**src/rtl/dm_pkg.sv**
```systemverilog
//------------------------------------------------------------------------------
// Module : dm_pkg
// Brief  : Shared definitions for the data-memory arbiter: store-size codes,
//          FSM state encoding and the alignment check used on every access.
// Rev    : 1.0  initial release
//------------------------------------------------------------------------------
`default_nettype none

package dm_pkg;

  // Store/load size codes, identical to the memory's SWSrc select.
  // Both 2'b10 and 2'b11 mean "byte"; only bit 1 matters for that case.
  localparam logic [1:0] SZ_WORD = 2'b00;
  localparam logic [1:0] SZ_HALF = 2'b01;
  localparam logic [1:0] SZ_BYTE = 2'b10;

  // Access sequencer states
  localparam int                 STATE_W     = 2;
  localparam logic [STATE_W-1:0] c_ST_IDLE   = 2'd0;
  localparam logic [STATE_W-1:0] c_ST_ACCESS = 2'd1;
  localparam logic [STATE_W-1:0] c_ST_RESP   = 2'd2;

  // A word must sit on a 4-byte boundary, a half on a 2-byte boundary.
  // Bytes can never be misaligned.
  function automatic logic is_misaligned(input logic [1:0] size,
                                         input logic [1:0] addr_lo);
    logic w_mis;
    w_mis = 1'b0;
    case (size)
      SZ_WORD: w_mis = (addr_lo != 2'b00);
      SZ_HALF: w_mis = addr_lo[0];
      default: w_mis = 1'b0;
    endcase
    return w_mis;
  endfunction

endpackage

`default_nettype wire

```
**src/rtl/rr_arb2.sv**
```systemverilog
//------------------------------------------------------------------------------
// Module : rr_arb2
// Brief  : Two-way round-robin picker. A lone requester wins outright; on a
//          tie the requester that was not granted last time wins.
// Ports  : i_valid[1:0]  request vector
//          i_last_grant  index of the most recent winner
//          o_grant[1:0]  one-hot grant (all zero when nobody requests)
// Rev    : 1.0  initial release
//------------------------------------------------------------------------------
`default_nettype none

module rr_arb2 (
  input  logic [1:0] i_valid,
  input  logic       i_last_grant,
  output logic [1:0] o_grant
);

  always_comb begin
    o_grant = 2'b00;
    case (i_valid)
      2'b01:   o_grant = 2'b01;
      2'b10:   o_grant = 2'b10;
      // Tie: hand the port to whoever did not have it last.
      2'b11:   o_grant = i_last_grant ? 2'b01 : 2'b10;
      default: o_grant = 2'b00;
    endcase
  end

endmodule

`default_nettype wire

```
**src/rtl/dm_arbiter.sv**
```systemverilog
//------------------------------------------------------------------------------
// Module : dm_arbiter
// Brief  : Shares the single data-memory port between requester 0 (pipeline
//          MEM stage) and requester 1 (debug/DMA). Round-robin arbitration,
//          one registered access per three cycles:
//            IDLE   - grant and latch a request (ready pulses to the winner)
//            ACCESS - drive memory; write only if aligned; capture read data
//            RESP   - one-cycle response pulse to the winner
// Ports  : clk, rst               clock, synchronous active-high reset
//          reqN_valid/ready       request handshake (N = 0, 1)
//          reqN_addr/wdata/we/size request fields, held stable until ready
//          rspN_valid/rdata/err   registered response to requester N
//          dm_addr/din/DMWr/SWSrc memory-side drive
//          dm_dout                memory read word (combinational of dm_addr)
// Rev    : 1.0  initial release
//------------------------------------------------------------------------------
`default_nettype none

module dm_arbiter
  import dm_pkg::*;
#(
  parameter int ADDR_W = 12,
  // Fixed at 32: the size encoding assumes four bytes per word.
  parameter int DATA_W = 32
) (
  input  logic              clk,
  input  logic              rst,

  input  logic              req0_valid,
  output logic              req0_ready,
  input  logic [ADDR_W-1:0] req0_addr,
  input  logic [DATA_W-1:0] req0_wdata,
  input  logic              req0_we,
  input  logic [1:0]        req0_size,
  output logic              rsp0_valid,
  output logic [DATA_W-1:0] rsp0_rdata,
  output logic              rsp0_err,

  input  logic              req1_valid,
  output logic              req1_ready,
  input  logic [ADDR_W-1:0] req1_addr,
  input  logic [DATA_W-1:0] req1_wdata,
  input  logic              req1_we,
  input  logic [1:0]        req1_size,
  output logic              rsp1_valid,
  output logic [DATA_W-1:0] rsp1_rdata,
  output logic              rsp1_err,

  output logic [ADDR_W-1:0] dm_addr,
  output logic [DATA_W-1:0] dm_din,
  output logic              dm_DMWr,
  output logic [1:0]        dm_SWSrc,
  input  logic [DATA_W-1:0] dm_dout
);

  //--------------------------------------------------------------------------
  // Declarations
  //--------------------------------------------------------------------------
  logic [STATE_W-1:0] r_state;
  logic [STATE_W-1:0] w_next_state;

  logic               r_last_grant;   // index of the most recent winner
  logic               r_port;         // winner of the request in flight

  logic [ADDR_W-1:0]  r_addr;
  logic [DATA_W-1:0]  r_wdata;
  logic               r_we;
  logic [1:0]         r_size;

  logic               r_rsp0_valid;
  logic               r_rsp1_valid;
  logic [DATA_W-1:0]  r_rsp0_rdata;
  logic [DATA_W-1:0]  r_rsp1_rdata;
  logic               r_rsp0_err;
  logic               r_rsp1_err;

  logic [1:0]         w_grant;
  logic               w_accept;
  logic               w_misaligned;
  logic [DATA_W-1:0]  w_rsp_data;

  logic [ADDR_W-1:0]  w_req_addr;
  logic [DATA_W-1:0]  w_req_wdata;
  logic               w_req_we;
  logic [1:0]         w_req_size;

  //--------------------------------------------------------------------------
  // Arbitration
  //--------------------------------------------------------------------------
  rr_arb2 u_rr_arb2 (
    .i_valid      ({req1_valid, req0_valid}),
    .i_last_grant (r_last_grant),
    .o_grant      (w_grant)
  );

  // A grant only counts in IDLE and never while reset is being applied,
  // so a requester cannot see ready for a request that will be discarded.
  assign w_accept = (r_state == c_ST_IDLE) && !rst && (w_grant != 2'b00);

  // Select the winning request's fields for latching.
  assign w_req_addr  = w_grant[1] ? req1_addr  : req0_addr;
  assign w_req_wdata = w_grant[1] ? req1_wdata : req0_wdata;
  assign w_req_we    = w_grant[1] ? req1_we    : req0_we;
  assign w_req_size  = w_grant[1] ? req1_size  : req0_size;

  //--------------------------------------------------------------------------
  // Access checks on the latched request
  //--------------------------------------------------------------------------
  assign w_misaligned = is_misaligned(r_size, r_addr[1:0]);

  // Stores and rejected accesses return zero; loads return the memory word.
  assign w_rsp_data = (r_we || w_misaligned) ? '0 : dm_dout;

  //--------------------------------------------------------------------------
  // FSM: state register
  //--------------------------------------------------------------------------
  always_ff @(posedge clk) begin
    if (rst) begin
      r_state <= c_ST_IDLE;
    end else begin
      r_state <= w_next_state;
    end
  end

  //--------------------------------------------------------------------------
  // FSM: next-state logic
  //--------------------------------------------------------------------------
  always_comb begin
    w_next_state = r_state;
    case (r_state)
      c_ST_IDLE:   w_next_state = (w_grant != 2'b00) ? c_ST_ACCESS : c_ST_IDLE;
      c_ST_ACCESS: w_next_state = c_ST_RESP;
      c_ST_RESP:   w_next_state = c_ST_IDLE;
      default:     w_next_state = c_ST_IDLE;
    endcase
  end

  //--------------------------------------------------------------------------
  // FSM: outputs
  //--------------------------------------------------------------------------
  always_comb begin
    req0_ready = 1'b0;
    req1_ready = 1'b0;
    dm_DMWr    = 1'b0;
    if (w_accept) begin
      req0_ready = w_grant[0];
      req1_ready = w_grant[1];
    end
    // Gating with rst drops the write of a request caught by reset in ACCESS.
    if ((r_state == c_ST_ACCESS) && r_we && !w_misaligned && !rst) begin
      dm_DMWr = 1'b1;
    end
  end

  //--------------------------------------------------------------------------
  // Request latch, grant history and registered response
  //--------------------------------------------------------------------------
  always_ff @(posedge clk) begin
    if (rst) begin
      r_last_grant <= 1'b1;   // requester 0 wins the first tie
      r_port       <= 1'b0;
      r_addr       <= '0;
      r_wdata      <= '0;
      r_we         <= 1'b0;
      r_size       <= SZ_WORD;
      r_rsp0_valid <= 1'b0;
      r_rsp1_valid <= 1'b0;
      r_rsp0_rdata <= '0;
      r_rsp1_rdata <= '0;
      r_rsp0_err   <= 1'b0;
      r_rsp1_err   <= 1'b0;
    end else begin
      // Responses are single-cycle pulses: clear unless set below.
      r_rsp0_valid <= 1'b0;
      r_rsp1_valid <= 1'b0;
      r_rsp0_rdata <= '0;
      r_rsp1_rdata <= '0;
      r_rsp0_err   <= 1'b0;
      r_rsp1_err   <= 1'b0;

      // The latched fields double as the memory drive, so they hold their
      // last value whenever the FSM is not in ACCESS.
      if (w_accept) begin
        r_port       <= w_grant[1];
        r_last_grant <= w_grant[1];
        r_addr       <= w_req_addr;
        r_wdata      <= w_req_wdata;
        r_we         <= w_req_we;
        r_size       <= w_req_size;
      end

      if (r_state == c_ST_ACCESS) begin
        if (r_port) begin
          r_rsp1_valid <= 1'b1;
          r_rsp1_rdata <= w_rsp_data;
          r_rsp1_err   <= w_misaligned;
        end else begin
          r_rsp0_valid <= 1'b1;
          r_rsp0_rdata <= w_rsp_data;
          r_rsp0_err   <= w_misaligned;
        end
      end
    end
  end

  //--------------------------------------------------------------------------
  // Output assignments
  //--------------------------------------------------------------------------
  assign dm_addr    = r_addr;
  assign dm_din     = r_wdata;
  assign dm_SWSrc   = r_size;

  assign rsp0_valid = r_rsp0_valid;
  assign rsp0_rdata = r_rsp0_rdata;
  assign rsp0_err   = r_rsp0_err;
  assign rsp1_valid = r_rsp1_valid;
  assign rsp1_rdata = r_rsp1_rdata;
  assign rsp1_err   = r_rsp1_err;

endmodule

`default_nettype wire

```
**config.mk**
```make
export PLATFORM = sky130hd
export DESIGN_NAME = dm_arbiter
export DESIGN_NICKNAME = d
export VERILOG_FILES = /design/src/rtl/dm_pkg.sv /design/src/rtl/rr_arb2.sv /design/src/rtl/dm_arbiter.sv
export SDC_FILE = /design/constraint.sdc
export NUM_CORES = 1
export LEC_CHECK = 0
export CAP_MARGIN = 20
export CORE_ASPECT_RATIO = 0.5
export CORE_MARGIN = 2
export CORE_UTILIZATION = 28
export CTS_BUF_LIST = sky130_fd_sc_hd__clkbuf_16
export CTS_CLUSTER_DIAMETER = 30
export DETAILED_ROUTE_END_ITERATION = 10
export HOLD_SLACK_MARGIN = 0.06
export PLACE_DENSITY = 0.7
export SETUP_SLACK_MARGIN = 0.4
export SKIP_LAST_GASP = 1
export SYNTH_ARGS = -nofsm -noshare
export SYNTH_HDL_FRONTEND = slang
export SYNTH_SLANG_ARGS = --single-unit
```
**constraint.sdc**
```tcl
create_clock -name clk -period 2 [get_ports clk]
set_input_delay 0.5 -clock clk [delete_from_list [all_inputs] [get_ports clk]]
set_output_delay 0.5 -clock clk [all_outputs]
set_load 0.05 [all_outputs]
```
==> impl_summary.log, run 1 <==
INFO  metric insertedDiodeCount = 0
INFO  metric detail_route.wirelength = 13.51 mm
INFO  metric critical_path.endpoint_type = primary output
INFO  metric synth_edf_count = 0
INFO  metric synth_seq_cells = 119
INFO  metric final_hold_viol_count = 0
INFO  metric viasPerCell = 4.800
INFO  metric cts_sinks = 119
INFO  metric layout.cells.non_filler = 816
INFO  metric cts_hold_buffers = 0
INFO  metric final_nets = 735
INFO  metric synth-simple-area-share = 0.2335
INFO  metric yosys.cell_types.count = 27
INFO  metric synth.yosys.seq_area_share = 0.5730
INFO  metric place_ws = -140.7 ps
INFO  metric synth.area.mux_share = 0
INFO  metric synth.net_count = 491
INFO  metric final_period_utilization = 0.9693
INFO  metric die_area = 15,900 um2
INFO  metric worst_setup_hold_path_clk_slew = 60 ps
INFO  metric root_buffer = sky130_fd_sc_hd__clkbuf_16
INFO  metric global_route.usage.total = 0.1665
INFO  metric post_synth_most_frequent_cells = sky130_fd_sc_hd__dfxtp_1 (119), sky130_fd_sc_hd__nor4b_1 (64), sky130_fd_sc_hd__and3_1 (42)
INFO  metric die_h = 90.17 um
INFO  metric synth_xor_area_frac = 0
INFO  metric gr-total-overflow = 0
INFO  metric crit_arrival = 1440 ps
INFO  metric synth_top_flop_cell = sky130_fd_sc_hd__dfxtp_1
INFO  metric regToRegStartpoint = r_state[0]
INFO  metric via_count_of_the_first_global_routing_pass = 3,833
INFO  metric ys_warn_count = 0
INFO  metric fin_crit = 1939 ps
INFO  metric antenna_found_initial = 0
INFO  metric grt_setup_unrepaired = true
INFO  metric timing_worst_slew_pin_value = 673.7 ps
INFO  metric synth_top_cells_by_area = sky130_fd_sc_hd__dfxtp_1 (57%), sky130_fd_sc_hd__nor4b_1 (13%), sky130_fd_sc_hd__a221o_1 (9.6%)
INFO  metric leakagePower = 3.042 nW
INFO  metric hold_depth = 1
INFO  metric timing.fmax = 0.5159 GHz
INFO  metric synthCells = 361
INFO  metric timing.critical_path.required = 1500 ps
INFO  metric initial_utilization = 0.2874
INFO  metric port_buffers = 246
INFO  metric grt_max_degree = 66
INFO  metric layout-drive-gt1-share = 0.2961
INFO  metric drc_errors = 0
INFO  metric synth_adder_area_share = 0
INFO  metric skew = 11.12 ps
INFO  metric worst-r2r-cell-count = 4
INFO  metric holdCritStartpoint = dm_din[14]
INFO  metric synthesis.area = 4158 um2
INFO  metric core.rowCount = 31
INFO  metric async_reset_ff_frac = 0
INFO  metric status = finished, final reports clean
INFO  metric dr_total_vias = 3,917
INFO  metric pwr_density_cell = 936.0 nW/um2
INFO  metric type_of_the_most_critical_hold_path = reg2reg
INFO  metric die_w = 176.3 um
INFO  metric detail_route.first_pass.iterations = 4
INFO  metric worst_setup_path_startpoint = r_state[1]
INFO  metric slew_violations = 0
INFO  metric drtAntennaViolNets = 0
INFO  metric drt-wirelength-per-cell = 16.56 um
INFO  metric io-pin-count = 247
INFO  metric post-dp-hpwl = 9.279 mm
INFO  metric count_leader_synth = sky130_fd_sc_hd__dfxtp_1
INFO  metric area_fraction_in_compound_gates_after_synthesis = 0.1255
INFO  metric numCtsBuffers = 17
INFO  metric setup_viol = 0
INFO  metric max-clock-path-buffers = 2
INFO  metric first_pass_grt_wire_length = 20.79 mm
INFO  metric timing.setup.tns = 0 ps
INFO  metric yosysTopAreaCellShare = 0.5730
INFO  metric design.core.area = 14,470 um2
INFO  metric worst_setup_slack_final = 61.46 ps
INFO  metric timing.max_cap.violations = 0
INFO  metric placed_cell_area = 6768 um2
INFO  metric syn_to_final_growth = 70.63%
INFO  metric largest_fanout_of_any_net_on_the_critical_path = 4
INFO  metric cts_tree = built
INFO  metric synth_largest_area_cell = sky130_fd_sc_hd__dfxtp_1
INFO  metric synth_top_family_by_area = simple AND/OR/NAND/NOR gates
INFO  metric drtIter0Drc = 176
INFO  metric timing.critical_path.from_type = flip-flop
INFO  metric startpoint_to_endpoint_class_of_the_critical_path = reg2out
INFO  metric gp_congestion = 0.7755
INFO  metric dp_cells = 780
INFO  metric worst_skew_pair_later_pin_latency = 390 ps
INFO  metric syn_area_per_cell = 11.52 um2
INFO  metric slew_margin_rel = 0.5508
INFO  metric htree_levels = 4
INFO  metric irDropWorstVdd = 0.6564 mV
INFO  metric layout.cell_area.non_filler = 7094 um2
-- worst max-delay path, cell delays in order, from the launching register on --
cell	delay [ps]
sky130_fd_sc_hd__dfxtp_2	340
sky130_fd_sc_hd__nor3_4	260
sky130_fd_sc_hd__buf_4	160
sky130_fd_sc_hd__and2_4	150
sky130_fd_sc_hd__buf_12	130
-- placed cells by master, fill, tap and decap left out, types with 3 or more instances in the layout --
cell type and instances:
sky130_fd_sc_hd__clkdlybuf4s50_1 126, sky130_fd_sc_hd__a221o_1 40, sky130_fd_sc_hd__clkdlybuf4s18_2 5, sky130_fd_sc_hd__buf_4 60, sky130_fd_sc_hd__buf_12 5, sky130_fd_sc_hd__nor4b_1 62
sky130_fd_sc_hd__nand2b_1 3, sky130_fd_sc_hd__clkinv_2 3, sky130_fd_sc_hd__nand4_1 7, sky130_fd_sc_hd__clkbuf_16 18, sky130_fd_sc_hd__clkdlybuf4s15_2 16, sky130_fd_sc_hd__nand3_1 7
sky130_fd_sc_hd__dfxtp_1 113, sky130_fd_sc_hd__and3_1 41, sky130_fd_sc_hd__inv_1 6, sky130_fd_sc_hd__a31oi_1 7, sky130_fd_sc_hd__clkinv_1 5, sky130_fd_sc_hd__o21ai_0 7
sky130_fd_sc_hd__buf_2 57, sky130_fd_sc_hd__dfxtp_2 4
-- per-stage QoR --
step           utilization  power [mW]  hold WS [ps]
6_report            0.4904       6.640         481.1
5_1_grt             0.4904       6.911         497.9
4_1_cts             0.5012       6.716         483.7
3_5_place_dp        0.4678       3.964         470.6
3_3_place_gp        0.4678       3.956         460.5
2_1_floorplan            -       3.399         447.5
-- worst paths after layout --
| path | endpoint | slack [ps] |
|---|---|---|
| setup / recovery | req1_ready | 60 |
| hold / removal | dm_din[14] | 480 |
| setup reg to reg | dm_din[21] | 450 |
| hold reg to reg | dm_din[14] | 480 |
-- routing by layer --
metal / GRT usage / up-vias / wire, um
met4: 0.06267 / 0 / 263
met5: 0 / - / 0
met2: 0.2938 / 112 / 6858
li1: - / 1883 / -
met1: 0.1996 / 1901 / 5817
met3: 0.03384 / 21 / 573
-- timing repair --
action / in CTS / in global routing
pin swaps: 1 / 1
setup buffers: 2 / 2
resized for setup: 298 / 62
cloned: 0 / 0
endpoints found under the setup margin: 131 / 41
-- cells by family after synthesis --
kind of cell,count (synthesis)
AO/OA/AOI/OAI,60
buffers and inverters,50
flip-flops,119
AND/OR/NAND/NOR,132
-- registers in the layout (all words and copies together), names as in the netlist --
name and cells:
rsp0_valid 1, rsp1_valid 1, r_last_grant 1, rsp1_rdata 32
r_port 1, rsp0_err 1, dm_din 32, dm_addr 12
rsp0_rdata 32, r_we 1, r_state 2, rsp1_err 1
dm_SWSrc 2
-- area by class of cell --
cell class                 instances  area (um2)
fill                            1344        7373
sequential                       119        2395
timing repair buffer             271        2345
multi-input combinational        192        1550
clock buffer                      18       450.4
tap                              198       247.7
clock inverter                    14       91.34
inverter                           4       15.01
-- report_power, final --
group          internal, mW  total (mW)  switching [mW]
Sequential             2.50        2.58          0.0710
Clock                  1.74        2.78            1.04
Combinational         0.520        1.29           0.767
(Power assumes the default switching activity.)
==> inputs of run 2 (changes only) <==
--- a/config.mk
+++ b/config.mk
@@ -9,9 +9,9 @@
 export CORE_ASPECT_RATIO = 0.5
 export CORE_MARGIN = 2
 export CORE_UTILIZATION = 28
-export CTS_BUF_LIST = sky130_fd_sc_hd__clkbuf_16
 export CTS_CLUSTER_DIAMETER = 30
 export DETAILED_ROUTE_END_ITERATION = 10
+export GPL_TIMING_DRIVEN = 0
 export HOLD_SLACK_MARGIN = 0.06
 export PLACE_DENSITY = 0.7
 export SETUP_SLACK_MARGIN = 0.4
==> impl_summary.log, run 2 (synthesis gave the netlist of run 1 again) <==
INFO  metric worst_setup_slack_final = -41.88 ps (-103.3 ps)
INFO  metric holdPathEnd = dm_din[30]
INFO  metric layout_filler_cell_count = 1,290 (-4.0%)
INFO  metric place_ws = -1128 ps (-987.6 ps)
INFO  metric port_buffers = 245 (-0.41%)
INFO  metric largest_fanout_of_any_net_on_the_critical_path = 3 (-1)
INFO  metric die_w = 176.3 um (unchanged)
INFO  metric slew_violations = 0 (unchanged)
INFO  metric seq_area = 2399 um2 (+0.16%)
INFO  metric global_route.usage.total = 0.1872 (+0.02071)
INFO  metric timing_worst_slew_pin_value = 590.0 ps (-83.73 ps)
INFO  metric die_area = 15,900 um2 (unchanged)
INFO  metric gr-total-overflow = 0 (unchanged)
INFO  metric regToRegStartpoint = r_state[1]
INFO  metric hold_depth = 3 (+2)
INFO  metric initial_utilization = 0.2874 (unchanged)
INFO  metric worst_setup_path_startpoint = r_last_grant
INFO  metric post-dp-hpwl = 10.64 mm (+15%)
INFO  metric layout-drive-gt1-share = 0.4054 (+0.1093)
INFO  metric timing.critical_path.from_type = flip-flop
INFO  metric cts_tree = built
INFO  metric leakagePower = 3.368 nW (+11%)
INFO  metric holdCritStartpoint = req0_valid
INFO  metric worst_skew_pair_later_pin_latency = 410 ps (+20 ps)
INFO  metric timing.critical_path.slowest_cell_delay = 340 ps (about the same)
INFO  metric drt-wirelength-per-cell = 17.85 um (+7.8%)
INFO  metric final_period_utilization = 1.021 (+0.05167)
INFO  metric die_h = 90.17 um (unchanged)
INFO  metric detail_route.wirelength = 15.34 mm (+14%)
INFO  metric multiInputGateArea = 1817 um2 (+17%)
INFO  metric timing.critical_path.required = 1500 ps (about the same)
INFO  metric critical_path.endpoint_type = primary output
INFO  metric failed_checks = negative setup slack
INFO  metric crit_arrival = 1540 ps (+100 ps)
INFO  metric final_hold_viol_count = 0 (unchanged)
INFO  metric root_buffer = sky130_fd_sc_hd__clkbuf_16
INFO  metric worst_setup_hold_path_clk_slew = 60 ps (about the same)
INFO  metric grt_max_degree = 17 (-74%)
INFO  metric pwr_density_cell = 945.9 nW/um2 (+1.1%)
INFO  metric core.rowCount = 31 (unchanged)
INFO  metric type_of_the_most_critical_hold_path = in2reg
INFO  metric irDropWorstVdd = 0.6279 mV (-4.4%)
INFO  metric gp_congestion = 0.7822 (+0.86%)
INFO  metric regToRegEndpoint = dm_din[6]
INFO  metric timing.critical_path.slowest_stage_cell = sky130_fd_sc_hd__dfxtp_2
INFO  metric crit_chain = nand2b_4, buf_6, and3_4, buf_6, buf_12, buf_12
INFO  metric grt_setup_unrepaired = true
INFO  metric dp_cells = 804 (+3.1%)
INFO  metric detail_route.first_pass.iterations = 4 (unchanged)
INFO  metric viasPerCell = 4.857 (+1.2%)
INFO  metric io-pin-count = 247 (unchanged)
INFO  metric setup_viol = 1 (+1)
INFO  metric first_pass_grt_wire_length = 23.34 mm (+12%)
INFO  metric cp_top_family = buffers and inverters
INFO  metric max-clock-path-buffers = 2 (unchanged)
INFO  metric setup.reg_to_reg.worst_slack = 190 ps (-260 ps)
INFO  metric leading_cell_type_in_the_layout_fill_and_taps_excluded = sky130_fd_sc_hd__clkdlybuf4s50_1
INFO  metric postLayoutCoreUtil = 0.5353 (+0.04497)
INFO  metric antenna_found_initial = 0 (unchanged)
INFO  metric cts_sinks = 119 (unchanged)
INFO  metric worst-r2r-cell-count = 8 (+4)
INFO  metric dr_total_vias = 4,172 (+6.5%)
INFO  metric drtIter0Drc = 204 (+16%)
INFO  metric via_count_of_the_first_global_routing_pass = 4,269 (+11%)
INFO  metric timing.critical_path.depth = 6 (+2)
INFO  metric design.core.area = 14,470 um2 (unchanged)
INFO  metric timing.setup.tns = -41.88 ps (-41.88 ps)
INFO  metric htree_levels = 4 (unchanged)
INFO  metric fin_crit = 2042 ps (+103.3 ps)
INFO  metric final_nets = 778 (+5.9%)
INFO  metric insertedDiodeCount = 0 (unchanged)
INFO  metric startpoint_to_endpoint_class_of_the_critical_path = reg2out
INFO  metric power.total = 7.326 mW (+10%)
INFO  metric numCtsBuffers = 17 (unchanged)
INFO  metric buf_inv_on_cp = 4 (+2)
INFO  metric slew_margin_rel = 0.6067 (+0.05582)
INFO  metric timing.fmax = 0.4897 GHz (-5.1%)
INFO  metric status = finished with violations
INFO  metric drtAntennaViolNets = 0 (unchanged)
INFO  metric skew = 9.336 ps (-1.783 ps)
INFO  metric syn_to_final_growth = 86.28%
INFO  metric layout.cells.non_filler = 859 (+5.3%)
INFO  metric timing.max_cap.violations = 0 (unchanged)
INFO  metric drc_errors = 0 (unchanged)
INFO  metric final_cell_mix = sky130_fd_sc_hd__clkdlybuf4s50_1 (126), sky130_fd_sc_hd__dfxtp_1 (112), sky130_fd_sc_hd__buf_2 (101)
run 2: final cells by class:
class,count,area share
flip-flops and latches,119,0.3097
repair buffers,268,0.2842
multi-input cells,192,0.2346
clock buffers,18,0.05670
plain buffers,46,0.05557
well taps,198,0.03199
clock inverters,14,0.02536
inverters,4,0.001939
run 2: how the worst max path moves through the flow:
stage               slack, ps    endpoint
CTS                       -40  req0_ready
global placement        -1130  req1_ready
finish                    -40  req0_ready
global route              -80  req0_ready
floorplan                 240     dm_DMWr
detailed placement      -1130  req1_ready
run 2: power breakdown:
| group | switching (mW) | leakage (nW) | internal, mW |
|---|---|---|---|
| registers | 0.0691 | 0.973 | 2.50 |
| clock network | 1.15 | 0.303 | 2.13 |
| logic | 0.852 | 2.09 | 0.623 |
run 2: per-layer routing:
metal	part of all wire	up-vias	global-route usage
met5	0	-	0
met4	0.022	0	0.08333
met3	0.053	29	0.03807
met2	0.52	158	0.3239
met1	0.41	2011	0.2247
li1	-	1974	-
run 2: timing repair:
action | CTS | global route
endpoints found under the setup margin | 228 | 141
resized for setup | 544 | 155
hold buffers | 0 | 0
setup buffers | 13 | 10
pin swaps | 3 | 5
run 2: worst register-to-register path: stages (launching register included):
cell and delay [ps]:
sky130_fd_sc_hd__dfxtp_4 350, sky130_fd_sc_hd__buf_6 120, sky130_fd_sc_hd__or2_1 240, sky130_fd_sc_hd__buf_6 130
sky130_fd_sc_hd__o21ba_4 180, sky130_fd_sc_hd__buf_6 130, sky130_fd_sc_hd__buf_8 120, sky130_fd_sc_hd__buf_4 140
sky130_fd_sc_hd__a221o_1 290
run 2: per-stage QoR:
step                cell area (um2)  hold slack (ps)
floorplan                      4234            447.5
global placement               6934            458.9
detailed placement             6934            462.4
CTS                            7532            388.7
global route                   7745            403.0
finish                         7745            406.4
